## src/rtl/alu_sequencer.sv

```systemverilog
// alu_sequencer: command-level controller for the 8x8 block ALU.
// Takes one command at a time and walks the ALU through every pass of every block.
// Each pass waits for the operand buffers and for ALU ready. The read buffers are
// popped once per block, after that block's last pass.
//
// state  | meaning
// -------+--------------------------------------------------------------
// IDLE   | cmd_ready high, waiting for a command
// ISSUE  | flags set up, execute fires when blk_valid && alu_ready
// DRAIN  | ALU busy with the pass, wait for alu_ready to return
// DONE   | command finished, done pulse follows, back to IDLE
module alu_sequencer #(
  parameter int BLK_W      = 16,
  parameter int SUB_BLOCKS = 4,
  parameter int SUB_INDEX  = 64,
  localparam int SB_W = (SUB_BLOCKS > 1) ? $clog2(SUB_BLOCKS) : 1,
  localparam int SI_W = (SUB_INDEX  > 1) ? $clog2(SUB_INDEX)  : 1
) (
  input  logic             iCLK,
  input  logic             iRST,
  input  logic             cmd_valid,
  output logic             cmd_ready,
  input  logic [2:0]       cmd_op,
  input  logic [BLK_W-1:0] cmd_nblocks,
  input  logic             cmd_rev_mask,
  input  logic             blk_valid,
  output logic             blk_consume,
  input  logic             alu_ready,
  output logic             alu_execute,
  output logic [2:0]       alu_operation,
  output logic [SB_W-1:0]  alu_sub_block,
  output logic [SI_W-1:0]  alu_sub_index,
  output logic             alu_rev_mask,
  output logic             busy,
  output logic             done,
  output logic             err_illegal
);

  localparam int CNT_W = (SI_W > SB_W) ? SI_W : SB_W;

  localparam logic [2:0] OP_POOL_A  = 3'b001;
  localparam logic [2:0] OP_POOL_B  = 3'b010;
  localparam logic [2:0] OP_DOT     = 3'b101;
  localparam logic [2:0] OP_ILLEGAL = 3'b111;

  typedef enum logic [1:0] {
    S_IDLE  = 2'd0,
    S_ISSUE = 2'd1,
    S_DRAIN = 2'd2,
    S_DONE  = 2'd3
  } state_t;

  state_t           r_state;
  logic [2:0]       r_op;
  logic             r_rev;
  logic [BLK_W-1:0] r_nblocks;
  logic [BLK_W-1:0] r_blk_cnt;
  logic [CNT_W-1:0] r_pass_cnt;
  logic             r_drain_first;
  logic             r_cmd_ready;
  logic             r_busy;
  logic             r_done;
  logic             r_err;
  logic             r_consume;
  logic [SB_W-1:0]  r_sub_block;
  logic [SI_W-1:0]  r_sub_index;

  logic             w_is_pool;
  logic             w_is_dot;
  logic             w_last_pass;
  logic             w_last_blk;
  logic             w_fire;
  logic [CNT_W-1:0] w_pass_inc;

  assign w_is_pool  = (r_op == OP_POOL_A) || (r_op == OP_POOL_B);
  assign w_is_dot   = (r_op == OP_DOT);
  assign w_last_blk = (r_blk_cnt == (r_nblocks - BLK_W'(1)));
  assign w_pass_inc = r_pass_cnt + CNT_W'(1);

  // Execute is decided in the ISSUE cycle itself so a pass takes only 3 cycles;
  // reset masks it so an aborted command cannot fire one more pass.
  assign w_fire = (r_state == S_ISSUE) && blk_valid && alu_ready && !iRST;

  // Last-pass detect depends on how many passes the latched opcode needs per block.
  always_comb begin
    w_last_pass = 1'b1;
    if (w_is_pool) begin
      w_last_pass = (r_pass_cnt == CNT_W'(SUB_BLOCKS - 1));
    end else if (w_is_dot) begin
      w_last_pass = (r_pass_cnt == CNT_W'(SUB_INDEX - 1));
    end
  end

  // Sequencer FSM. Flags only change when the FSM enters ISSUE, so they hold
  // steady through the execute cycle and the whole of DRAIN.
  always_ff @(posedge iCLK) begin
    if (iRST) begin
      r_state       <= S_IDLE;
      r_op          <= '0;
      r_rev         <= 1'b0;
      r_nblocks     <= '0;
      r_blk_cnt     <= '0;
      r_pass_cnt    <= '0;
      r_drain_first <= 1'b0;
      r_cmd_ready   <= 1'b0;
      r_busy        <= 1'b0;
      r_done        <= 1'b0;
      r_err         <= 1'b0;
      r_consume     <= 1'b0;
      r_sub_block   <= '0;
      r_sub_index   <= '0;
    end else begin
      r_done    <= 1'b0;
      r_err     <= 1'b0;
      r_consume <= 1'b0;
      case (r_state)
        S_IDLE: begin
          r_cmd_ready <= 1'b1;
          if (cmd_valid && r_cmd_ready) begin
            if (cmd_op == OP_ILLEGAL) begin
              r_err <= 1'b1;
            end else begin
              r_op        <= cmd_op;
              r_rev       <= cmd_rev_mask;
              r_nblocks   <= cmd_nblocks;
              r_blk_cnt   <= '0;
              r_pass_cnt  <= '0;
              r_sub_block <= '0;
              r_sub_index <= '0;
              r_busy      <= 1'b1;
              r_cmd_ready <= 1'b0;
              r_state     <= (cmd_nblocks == '0) ? S_DONE : S_ISSUE;
            end
          end
        end
        S_ISSUE: begin
          if (w_fire) begin
            r_drain_first <= 1'b1;
            r_state       <= S_DRAIN;
          end
        end
        S_DRAIN: begin
          r_drain_first <= 1'b0;
          // First DRAIN cycle is skipped: ready has not dropped yet there.
          if (alu_ready && !r_drain_first) begin
            if (!w_last_pass) begin
              r_pass_cnt  <= w_pass_inc;
              r_sub_block <= w_is_pool ? w_pass_inc[SB_W-1:0] : '0;
              r_sub_index <= w_is_dot  ? w_pass_inc[SI_W-1:0] : '0;
              r_state     <= S_ISSUE;
            end else begin
              r_consume <= 1'b1;
              if (!w_last_blk) begin
                r_pass_cnt  <= '0;
                r_sub_block <= '0;
                r_sub_index <= '0;
                r_blk_cnt   <= r_blk_cnt + BLK_W'(1);
                r_state     <= S_ISSUE;
              end else begin
                r_state <= S_DONE;
              end
            end
          end
        end
        S_DONE: begin
          r_done      <= 1'b1;
          r_busy      <= 1'b0;
          r_cmd_ready <= 1'b1;
          r_state     <= S_IDLE;
        end
        default: r_state <= S_IDLE;
      endcase
    end
  end

  assign cmd_ready     = r_cmd_ready;
  assign blk_consume   = r_consume;
  assign alu_execute   = w_fire;
  assign alu_operation = r_op;
  assign alu_sub_block = r_sub_block;
  assign alu_sub_index = r_sub_index;
  assign alu_rev_mask  = r_rev;
  assign busy          = r_busy;
  assign done          = r_done;
  assign err_illegal   = r_err;

endmodule

```

## config.mk

```make
export PLATFORM = sky130hd
export DESIGN_NAME = alu_sequencer
export DESIGN_NICKNAME = d
export VERILOG_FILES = /design/src/rtl/alu_sequencer.sv
export SDC_FILE = /design/constraint.sdc
export NUM_CORES = 1
export LEC_CHECK = 0
export ABC_CLOCK_PERIOD_IN_PS = 5420
export CAP_MARGIN = 20
export CELL_PAD_IN_SITES_DETAIL_PLACEMENT = 1
export CELL_PAD_IN_SITES_GLOBAL_PLACEMENT = 1
export CORE_MARGIN = 8
export CORE_UTILIZATION = 45
export CTS_CLUSTER_DIAMETER = 200
export DETAILED_ROUTE_END_ITERATION = 16
export PLACE_DENSITY = 0.95
export SYNTH_ARGS = -nofsm -noshare
export SYNTH_HDL_FRONTEND = slang
export SYNTH_SLANG_ARGS = --single-unit
```

## constraint.sdc

```tcl
create_clock -name iCLK -period 5.42 [get_ports iCLK]
set_clock_uncertainty 0.15 [all_clocks]
set_input_delay 1.084 -clock iCLK [delete_from_list [all_inputs] [get_ports iCLK]]
set_output_delay 1.084 -clock iCLK [all_outputs]
set_load 0.01 [all_outputs]
```

Word level (Yosys, flattened, before mapping)
Index checks and enable logic that the tools add are counted.

Flip-flop bits (word level): 58. Input port bits: 25.

Add/sub/neg operators: 3. Equality and inequality tests: 17. Mux-type cells: 43. Bitwise gates (word level): 5. Reduce and logical (&&, ||, !) cells: 21.

Operators with widths (number): $mux W16 (5); $mux W6 (8); $pmux W16 S2 (1); $mux W2 (13); $pmux W6 S2 (2); $add A16 B1 Y16 const B (1); $eq A16 B16 Y1 (1); $logic_not A16 Y1 (1); $sub A16 B1 Y16 const B (1); $ne A2 B2 Y1 const B (6); $mux W1 (9); $pmux W2 S4 (1); $add A6 B1 Y6 const B (1); $eq A3 B3 Y1 const B (2); $eq A6 B2 Y1 const B (1); $eq A6 B6 Y1 const B (1); $pmux W1 S2 (3); $reduce_and A3 Y1 (2); $reduce_and A6 Y1 (1); $reduce_bool A2 Y1 (3); $reduce_or A3 Y1 (2); $logic_and A1 B1 Y1 (5); $not A1 Y1 (5); $reduce_and A5 Y1 (1); 11 further kinds (13).

Logic depth before layout (Yosys ltp)
Word-level depth: 6. Depth in mapped cells: 11.

Worst setup path after synthesis
OpenSTA, ideal clock, no wires.

Kind: input to register. From: input cmd_op[1]. To: register r_blk_cnt[0]. Library setup time: 0.071 ns. Arrival time: 2.482 ns. Setup slack: 2.717 ns. Stages: 8. Buffers on the path: 2. Cell sequence: nand3_1 > a31oi_1 > a21o_1 > a21o_1 > clkbuf_1 > clkbuf_1 > o21ai_1 > a21oi_1.

Word-level cells in the longest chain between the ends: 3.

Ends and longest elaborated chain: start, declared (line 23) `input logic [2:0] cmd_op,`; $eq A3 B3 Y1 (line 120) `if (cmd_op == OP_ILLEGAL) begin`; $ne A2 B2 Y1 (no line); $reduce_and A6 Y1 (no line); end signal, assigned (line 157) `r_blk_cnt <= r_blk_cnt + BLK_W'(1);`; end, declared (line 57) `logic [BLK_W-1:0] r_blk_cnt;`.

Every way passes these cells. A chain may end at the register's enable or synchronous reset.

Worst setup path in the final report
From: input iRST. To: output alu_execute.

Word-level cells in the longest chain between the ends: 2.

Ends and longest elaborated chain: start, declared (line 20) `input logic iRST,`; $logic_not A1 Y1 (line 82) `assign w_fire = (r_state == S_ISSUE) && blk_valid && alu_ready && !iRST;`; $logic_and A1 B1 Y1 (line 82); end, declared (line 29) `output logic alu_execute,`.

Every way passes these cells.

==> flow_metrics.py <==
metrics = {
    "min_path": {
        "min_path_type": "reg2reg",
    },
    "floorplan": {
        "initial_core_util_pct": 46.29,
        "die_x_um": 102.1,
        "dieArea_um2": 10430,
        "io_pins": 43,
        "num_rows": 31,
        "fp.dieH_um": 102.1,
        "core_um2": 7214,
    },
    "worst_setup_path": {
        "crit_chain": "clkdlybuf4s50_1, buf_4, nor2b_1, nand3_1, inv_1, clkdlybuf4s50_1",
        "cpMostUsedCell": "clkdlybuf4s50_1",
        "critPathSlowestCell": "clkdlybuf4s50_1",
        "cp-end-kind": "output pin",
        "required_ps": 4190,
        "timing.critical_path.arrival_ps": 2810,
        "path_class": "in2out",
        "cpPeakStageDelay_ps": 540,
        "cp_max_fo": 41,
        "startpoint_type": "input port",
    },
    "clock_network": {
        "postCtsSetupBuffers": 0,
        "path_clk_slew_ps": 60,
        "cts_resized": 0,
        "cts.path.max_buffers": 2,
        "ctsHoldBuffers": 0,
        "cts_sinks": 58,
        "cts_made_buffers": 9,
        "insertion_delay_ps": 340,
        "cts_tree": "built",
        "cts_root_buf": "clkbuf_8",
        "cts_max_level": 3,
    },
    "timing": {
        "setup_tns_ps": 0,
        "finalCriticalPeriod_ps": 4047,
        "drv_slew": 0,
        "finalSetupViolCount": 0,
        "period_share_pct": 74.67,
        "setup_ws_ps": 1373,
        "hold_ws_ps": 322.7,
        "fmaxAchievable_ghz": 0.2471,
        "hold_violations": 0,
        "slew_headroom_pct": 47.15,
        "rsz0062_at_grt": "no",
        "tightest_slew_ps": 792.7,
    },
    "yosys": {
        "netlist_instances": 392,
        "ys_types": 60,
        "synth_seq_cells": 58,
        "synth.avg_cell_area_um2": 8.519,
        "async_flop_share_pct": 0,
        "yosys-top-cells-area": "dfxtp_1 (35%), mux2i_1 (7.2%), xnor2_1 (4.7%)",
        "seq_area_frac_synth_pct": 34.77,
        "netlist.area_leader.share_pct": 34.77,
        "ys.flop_type": "dfxtp_1",
        "synth_edf_count": 0,
        "syn_nets": 424,
        "ys_warn_count": 0,
        "syn-cell-area_um2": 3339,
        "synth_top_area_cell": "dfxtp_1",
    },
    "finish": {
        "seqCellArea_um2": 1161,
        "area_growth_pct": 19.45,
        "nets": 465,
        "layoutNonFillerInstCount": 535,
        "nFillCells": 867,
        "multiInputGateArea_um2": 2023,
        "antennaDiodeCount": 0,
        "drive_gt1_share_pct": 6.881,
        "stdcell_area_um2": 3989,
    },
    "placement": {
        "placed_area_um2": 3830,
        "placedCellCount": 521,
        "globalplace.congestion": 0.8735,
        "dp_hpwl_um": 7679,
        "portBuffers": 42,
        "pre_cts_ws_ps": 1400,
    },
    "power": {
        "leakagePower_nw": 1.524,
        "max-vdd-ir-drop_v": 0.0001363,
        "power.density_nw_per_um2": 388.9,
    },
    "routing": {
        "vias_per_cell": 6.095,
        "routedWlPerCell_um": 20.41,
        "first_pass_iters": 4,
        "drc_errors": 0,
        "vias": 3261,
        "drt_iter0_drc": 248,
        "wl_um": 10920,
        "ant_nets": 0,
    },
    "grt": {
        "grt_max_degree": 42,
        "grt_overflow": 0,
        "grt_first_pass_wirelength_um": 18020,
        "antenna_found_initial": 0,
        "grt_pass1_vias": 3470,
        "track_usage_pct": 22.01,
    },
    "outcome": {
        "outcome": "finished clean",
    },
    "job": {
        "maxCapViolations": 0,
    },
}
through the flow:
step,power (mW),utilization [%]
after CTS,1.547,55.29
after global routing,1.635,55.29
after detailed placement,1.184,53.09
after floorplan,0.9954,-
final,1.551,55.29
after global placement,1.132,53.09
Yosys cell counts, types with 5 or more instances:
master	n
and3_1	6
nor3_1	8
dfxtp_1	58
or4_1	14
nand2b_1	6
xnor2_1	18
o21ai_0	7
inv_1	19
clkbuf_1	9
mux2i_1	24
a21oi_1	18
nor2_1	40
nand4_1	10
nor4_1	8
xor2_1	5
ha_1	7
nand2_1	38
nand3_1	14
o31ai_1	16
worst max-delay path: cells and delay by family:
family | cells | cell delay, ps
buffers and inverters | 4 | 1310
and+or+nand+nor | 2 | 400
registers in the layout, indices dropped and copies added (netlist names), 2 cells and up:
register	cells
alu_sub_block	2
r_state	2
r_nblocks	16
alu_operation	3
r_pass_cnt	6
r_blk_cnt	16
alu_sub_index	6
routing by layer:
metal | GRT usage (%) | wire length [um]
met1 | 25.07 | 4530
met2 | 39.73 | 5742
met3 | 3.065 | 382
met4 | 9.707 | 261
met5 | 0 | 0
cell type report:
cell class	count	area share (%)
clock inverters	3	0.4391
inverters	19	1.788
clock buffers	11	3.545
flip-flops and latches	58	29.11
repair buffers	46	11.29
well taps	99	3.105
multi-input cells	299	50.72
cells in the final DEF (no fill, tap or decap), drive strengths merged, types with 2 or more instances in the layout:
| cell | instances |
|---|---|
| dfxtp | 58 |
| clkdlybuf4s50 | 42 |
| nor2 | 40 |
| nand2 | 38 |
| mux2i | 24 |
| inv | 19 |
| a21oi | 19 |
| xnor2 | 18 |
| o31ai | 16 |
| nand3 | 15 |
| or4 | 14 |
| nor4 | 13 |
| clkbuf | 11 |
| nand4 | 10 |
| o21ai | 9 |
| nor3 | 8 |
| ha | 7 |
| nand2b | 6 |
| and3 | 6 |
| xor2 | 5 |
| o32ai | 4 |
| buf | 4 |
| nor2b | 3 |
| a21o | 3 |
| or2 | 3 |
| or3 | 3 |
| nor3b | 3 |
| a211oi | 3 |
| a32oi | 2 |
| o211a | 2 |
| o211ai | 2 |
| a41oi | 2 |
| a22oi | 2 |
| clkinv | 2 |
| o2111ai | 2 |
| and2 | 2 |
power breakdown:
part / switching (mW) / leakage (nW) / internal, mW
clock network: 0.171 / 0.0810 / 0.172
registers: 0.0539 / 0.469 / 0.461
logic: 0.441 / 0.973 / 0.252
kinds of logic after synthesis:
| group | count (synthesis) | share of synthesized area (%) |
|---|---|---|
| AND/OR/NAND/NOR | 171 | 28.66 |
| AO/OA/AOI/OAI | 74 | 16.07 |
| flip-flops | 58 | 34.77 |
| buffers and inverters | 35 | 4.646 |
| multiplexers | 24 | 7.194 |
| XOR/XNOR | 23 | 6.032 |
| adder cells (fa/ha/maj) | 7 | 2.623 |
worst paths after layout:
check,cells past startpoint,slack [ps],startpoint,to
max,6,1370,iRST,alu_execute
min,2,320,alu_sub_index[5],alu_sub_index[5]
max reg2reg,10,2220,r_nblocks[0],alu_sub_index[4]
min reg2reg,2,320,alu_sub_index[5],alu_sub_index[5]
Power figures use the tool's default switching activity.
==> RTL edit 1, RTL diff (same flow settings) <==
Change the parameter `SUB_BLOCKS` from 4 to 2.
--- a/src/rtl/alu_sequencer.sv
+++ b/src/rtl/alu_sequencer.sv
@@ -13,3 +13,3 @@
   parameter int BLK_W      = 16,
-  parameter int SUB_BLOCKS = 4,
+  parameter int SUB_BLOCKS = 2,
   parameter int SUB_INDEX  = 64,
Ports: changed (resized alu_sub_block); port bits go from 43 to 42. The function was not compared with the original's and may differ.
==> RTL edit 1 against the unedited design <==
- synthesized cell count decreased by 6.9%
- wire length decreased by 11%
- synthesized area decreased by 3.1%
- total power increased by 5.7%
- count of clock-buffer cells in the layout decreased by 1
- final area decreased by 1.1%
- sequential cell count decreased by 1
- worst setup slack improved by 0.15 ns
- highest routed layer unchanged
==> RTL edit 1: results (changes against the unedited design) <==
| Metric | Value |
|---|---|
| P_leak | 1.50 nW (-1.8%) |
| CP Data Arrival Time | 4.02 ns (+1.21 ns) |
| Routability cong. | 0.819 (-6.3%) |
| Max stage delay on crit path | 0.58 ns (+0.04 ns) |
| Final hold slack | 0.336 ns (+0.0129 ns) |
| Max stage delay cell, worst path | or4_1 |
| Met1 WL | 3.99 mm (-12%) |
| Count of cell types in the netlist | 57 (-5.0%) |
| Detailed Place HPWL | 6.77 mm (-12%) |
| Mux contribution to synthesized area | 6.81% (-0.39 points) |
| Sequential area share after synthesis | 35.3% (+0.50 points) |
| FF-to-FF End | r_blk_cnt[0] |
| Final #Nets | 438 (-5.8%) |
| R2R Setup Slk | 1.83 ns (-0.39 ns) |
| Longest Clk Path Bufs | 2 (unchanged) |
| Reg clk slew, reported paths | 0.08 ns (+0.02 ns) |
| Met3 GRT Util | 3.80% (+0.73 points) |
| Proportion of layout cells with a drive suffix above 1 | 12.2% (+5.3 points) |
| P_sw | 0.000658 W (-1.1%) |
| Vias in the first global route | 3,297 (-5.0%) |
| Logic pwr share | 40.8% (-3.9 points) |
| Pre-CTS setup slack | 1.26 ns (-0.137 ns) |
| Synth Instances | 365 (-6.9%) |
| Routed wire length | 9.74 mm (-11%) |
| Met3 wire length | 348 um (-8.9%) |
| Area after DPL | 3720 sq um (-2.9%) |
| Diodes inserted | 0 (unchanged) |
| Synth Area in Compound Gates | 16.1% (+0.052 points) |
| Total GRT Usage | 20.1% (-1.9 points) |
| Slew HR | 40.1% (-7.0 points) |
| First-pass GRT wire length | 16.2 mm (-9.9%) |
| Top area cells in the synthesized netlist | dfxtp_1, mux2i_1, nor2_1 |
| Clock power share | 28.8% (+6.7 points) |
| Synthesized Nets | 398 (-6.1%) |
| CP Max Fanout | 27 (-34%) |
| Top cells by count, synth | dfxtp_1, nor2_1, mux2i_1, nand2_1, xnor2_1 |
| Status | completed |
| Met1 Usage GRT | 21.7% (-3.4 points) |
| FF-to-FF path depth | 9 (-1) |
| Per-cell routed wire length | 19.1 um (-6.2%) |
| Pwr Total | 0.00164 W (+5.7%) |
| Port Buf Inserts | 41 (-2.4%) |
| Via count | 3,007 (-7.8%) |
| Worst Slack Setup Final | 1.53 ns (+0.153 ns) |
| Pin count of the biggest net entering global routing | 50 (+19%) |
| DP Cell Count | 493 (-5.4%) |
| Routed wl met2 | 5.18 mm (-9.8%) |
| Met2 Usage GRT | 36.8% (-2.9 points) |
| Adder-cell share of the synthesized area | 3.09% (+0.47 points) |
| Initial drt markers | 80 (-68%) |
| Worst VDD drop | 0.000214 V (+57%) |
| Crit path max-delay family | compound AO/OA/AOI/OAI gates |
| Synth Area in XOR/XNOR | 8.12% (+2.1 points) |
| Filler Cell Count | 830 (-4.3%) |
==> RTL edit 1: cell count changes in the layout (fill, tap and decap cells not counted), moves of 7 or more <==
cell / delta
a21oi_1: -10
o21ai_1: +7
nand2_1: -16
or3_1: +8
o31ai_1: -12
xor2_1: +9
a21oi_2: +11
==> RTL edit 1: worst max path at each step <==
stage / from / endpoint / depth (start not counted)
6_report: cmd_op[1] / r_blk_cnt[13] / 8
5_1_grt: cmd_op[0] / r_blk_cnt[13] / 8
4_1_cts: cmd_op[0] / r_blk_cnt[13] / 8
3_5_place_dp: cmd_op[0] / r_blk_cnt[13] / 8
3_3_place_gp: cmd_op[0] / r_blk_cnt[7] / 8
2_1_floorplan: cmd_op[0] / r_blk_cnt[0] / 8
==> RTL edit 1: area by class of cell <==
type	instances	area [sq um]	share of cell area, %
inverters	15	56.3	1.43
clock inverters	6	91.3	2.31
repair buffers	44	433	11.0
flip-flops and latches	57	1140	28.9
well taps	99	124	3.14
multi-input cells	278	1960	49.7
clock buffers	10	138	3.49
==> RTL edit 2, RTL diff (config.mk and constraints unchanged) <==
Made on the original files. The 4 states of `state_t` get a Gray code encoding in 2 bits.
--- a/src/rtl/alu_sequencer.sv
+++ b/src/rtl/alu_sequencer.sv
@@ -46,6 +46,6 @@
   typedef enum logic [1:0] {
-    S_IDLE  = 2'd0,
-    S_ISSUE = 2'd1,
-    S_DRAIN = 2'd2,
-    S_DONE  = 2'd3
+    S_IDLE  = 2'b00,
+    S_ISSUE = 2'b01,
+    S_DRAIN = 2'b11,
+    S_DONE  = 2'b10
   } state_t;
Function: same outputs for any inputs over 10 cycles, from zero or initial values and one cycle with iRST high; not proved beyond that.
==> RTL edit 2 against the unedited design <==
- worst setup slack improved by 0.065 ns
- synthesized cell count grew 4.3%
- global-route usage shrank 0.76 points
- final area is 2.4% lower
- sequential cell count stayed put
- synthesized area shrank 3.4%
- wire length shrank 7.0%
- critical endpoint unchanged
- highest routed layer unchanged
Power is not compared: it rests on default switching activity, and its combinational part moved more than twofold at a synthesized area within 25%.
==> RTL edit 2: results (changes against the unedited design) <==
| Metric | Value |
|---|---|
| H-tree levels | 3 (unchanged) |
| Vias in the first global route | 3,573 (+3.0%) |
| Filler Cell Count | 893 (+3.0%) |
| Top area cells in the synthesized netlist | dfxtp_1, nand2_1, a21oi_1 |
| Sw Share | 29.1% |
| CP Max Fanout | 2 (-95%) |
| Max stage delay cell, worst path | clkdlybuf4s50_1 |
| Post-CTS resize count | 0 (unchanged) |
| Clk_lat worst skew | 0.35 ns |
| Initial drt markers | 137 (-45%) |
| Final #Nets | 474 (+1.9%) |
| Pin count of the biggest net entering global routing | 49 (+17%) |
| Proportion of layout cells with a drive suffix above 1 | 8.65% (+1.8 points) |
| FFs w/ async S/R, synth | 0% (unchanged) |
| Top cells by count, synth | nand2_1, dfxtp_1, a21oi_1, nor2_1, or3_1 |
| CP Data Arrival Time | 2.75 ns (-0.06 ns) |
| Per-cell routed wire length | 18.5 um (-9.6%) |
| Largest registers | r_blk_cnt x16, r_nblocks x16 |
| Sequential area share after synthesis | 36.0% (+1.2 points) |
| Cts bufs inserted | 9 (unchanged) |
| Area after DPL | 3690 sq um (-3.7%) |
| # Max-Cap Violations | 0 (unchanged) |
| Port Buf Inserts | 42 (unchanged) |
| Root buffer cell | clkbuf_8 |
| Worst min-delay path category | reg2reg |
| P_leak | 1.34 nW |
| Least-Margin Pin Slew | 0.791 ns (-0.00144 ns) |
| Count of cell types in the netlist | 56 (-6.7%) |
| DR DRC count | 0 (unchanged) |
| Initial antenna violation count | 0 (unchanged) |
| Max stage delay on crit path | 0.57 ns (+0.03 ns) |
| Drt pass-1 iters | 4 (unchanged) |
| Total setup buffers inserted after CTS | 0 (unchanged) |
| Ys Warns | 0 (unchanged) |
| Diodes inserted | 0 (unchanged) |
| Total GRT Usage | 21.3% (-0.76 points) |
| Status | completed |
| Vias per cell | 6.00 (-1.6%) |
| Detailed Place HPWL | 7.40 mm (-3.6%) |
| Reg clk slew, reported paths | 0.06 ns (about the same) |
| Synthesized Nets | 437 (+3.1%) |
| Routability cong. | 0.868 (-0.64%) |
| Worst VDD drop | 0.000130 V |
| First-pass GRT wire length | 17.1 mm (-5.3%) |
| Longest Clk Path Bufs | 2 (unchanged) |
-- RTL edit 2: cell types whose count changed in the layout (fill, tap and decap cells not counted), moves of 6 or more --
cell,delta
or4_1,-9
or3_1,+12
a21oi_2,+7
nor2_1,-14
nand2_1,+27
xor2_1,+7
inv_1,-6
a21oi_1,+27
o31ai_1,-13
o21ai_1,+7
mux2i_1,-23
xnor2_1,-11
-- RTL edit 2: cell type report --
class / instances / area (sq um) / area share, %
Clock buffer: 12 / 155 / 3.98
Clock inverter: 4 / 50.0 / 1.29
Inverter: 13 / 48.8 / 1.25
Multi-Input combinational cell: 320 / 1920 / 49.3
Sequential cell: 58 / 1160 / 29.8
Tap cell: 99 / 124 / 3.18
Timing Repair Buffer: 44 / 435 / 11.2
-- RTL edit 2: critical path, delay by kind of cell --
family	cells	cell delay [ns]
buffers and inverters	2	1.03
and+or+nand+nor	2	0.63
-- RTL edit 2: final timing paths --
path | endpoint | from | slack (ns) | cells past startpoint
min | alu_sub_index[5] | alu_sub_index[5] | 0.31 | 2
min reg2reg | alu_sub_index[5] | alu_sub_index[5] | 0.31 | 2
max reg2reg | r_blk_cnt[13] | r_nblocks[0] | 1.93 | 10
max | alu_execute | blk_valid | 1.44 | 4
-- RTL edit 2: cells by family after synthesis --
group | synth area share [%]
adder cells (fa/ha/maj) | 1.16
AO/OA/AOI/OAI | 20.5
XOR/XNOR | 5.16
flip-flops | 36.0
multiplexers | 0.660
AND/OR/NAND/NOR | 31.9
buffers and inverters | 4.62
-- RTL edit 2: through the flow --
| stage | setup slack (ns) | utilization [%] | std cells |
|---|---|---|---|
| finish | 1.44 | 54.9 | 550 |
| global route | 1.39 | 54.9 | 550 |
| global placement | 1.40 | 52.0 | 534 |
| CTS | 1.42 | 54.9 | 550 |
| detailed placement | 1.28 | 52.0 | 534 |
| floorplan | 2.45 | - | 409 |
-- RTL edit 2: layer usage --
metal  part of all wire, %  vias to the layer above  GRT usage [%]  routed length (um)
met4                   4.1                        0           14.2                 416
met5                     0                        -              0                   0
met1                    41                     1629           23.2                4130
met3                   3.6                       37           4.63                 364
met2                    52                       82           36.1                5240
li1                      -                     1551              -                   -
-- RTL edit 2: power groups by stage --
stage	registers (W)	clock network [W]	logic (W)
floorplan	0.000459	0	0.000119
global placement	0.000464	0	0.000163
detailed placement	0.000465	0	0.000172
CTS	0.000455	0.000425	0.000175
global route	0.000457	0.000443	0.000193
finish	0.000456	0.000419	0.000176
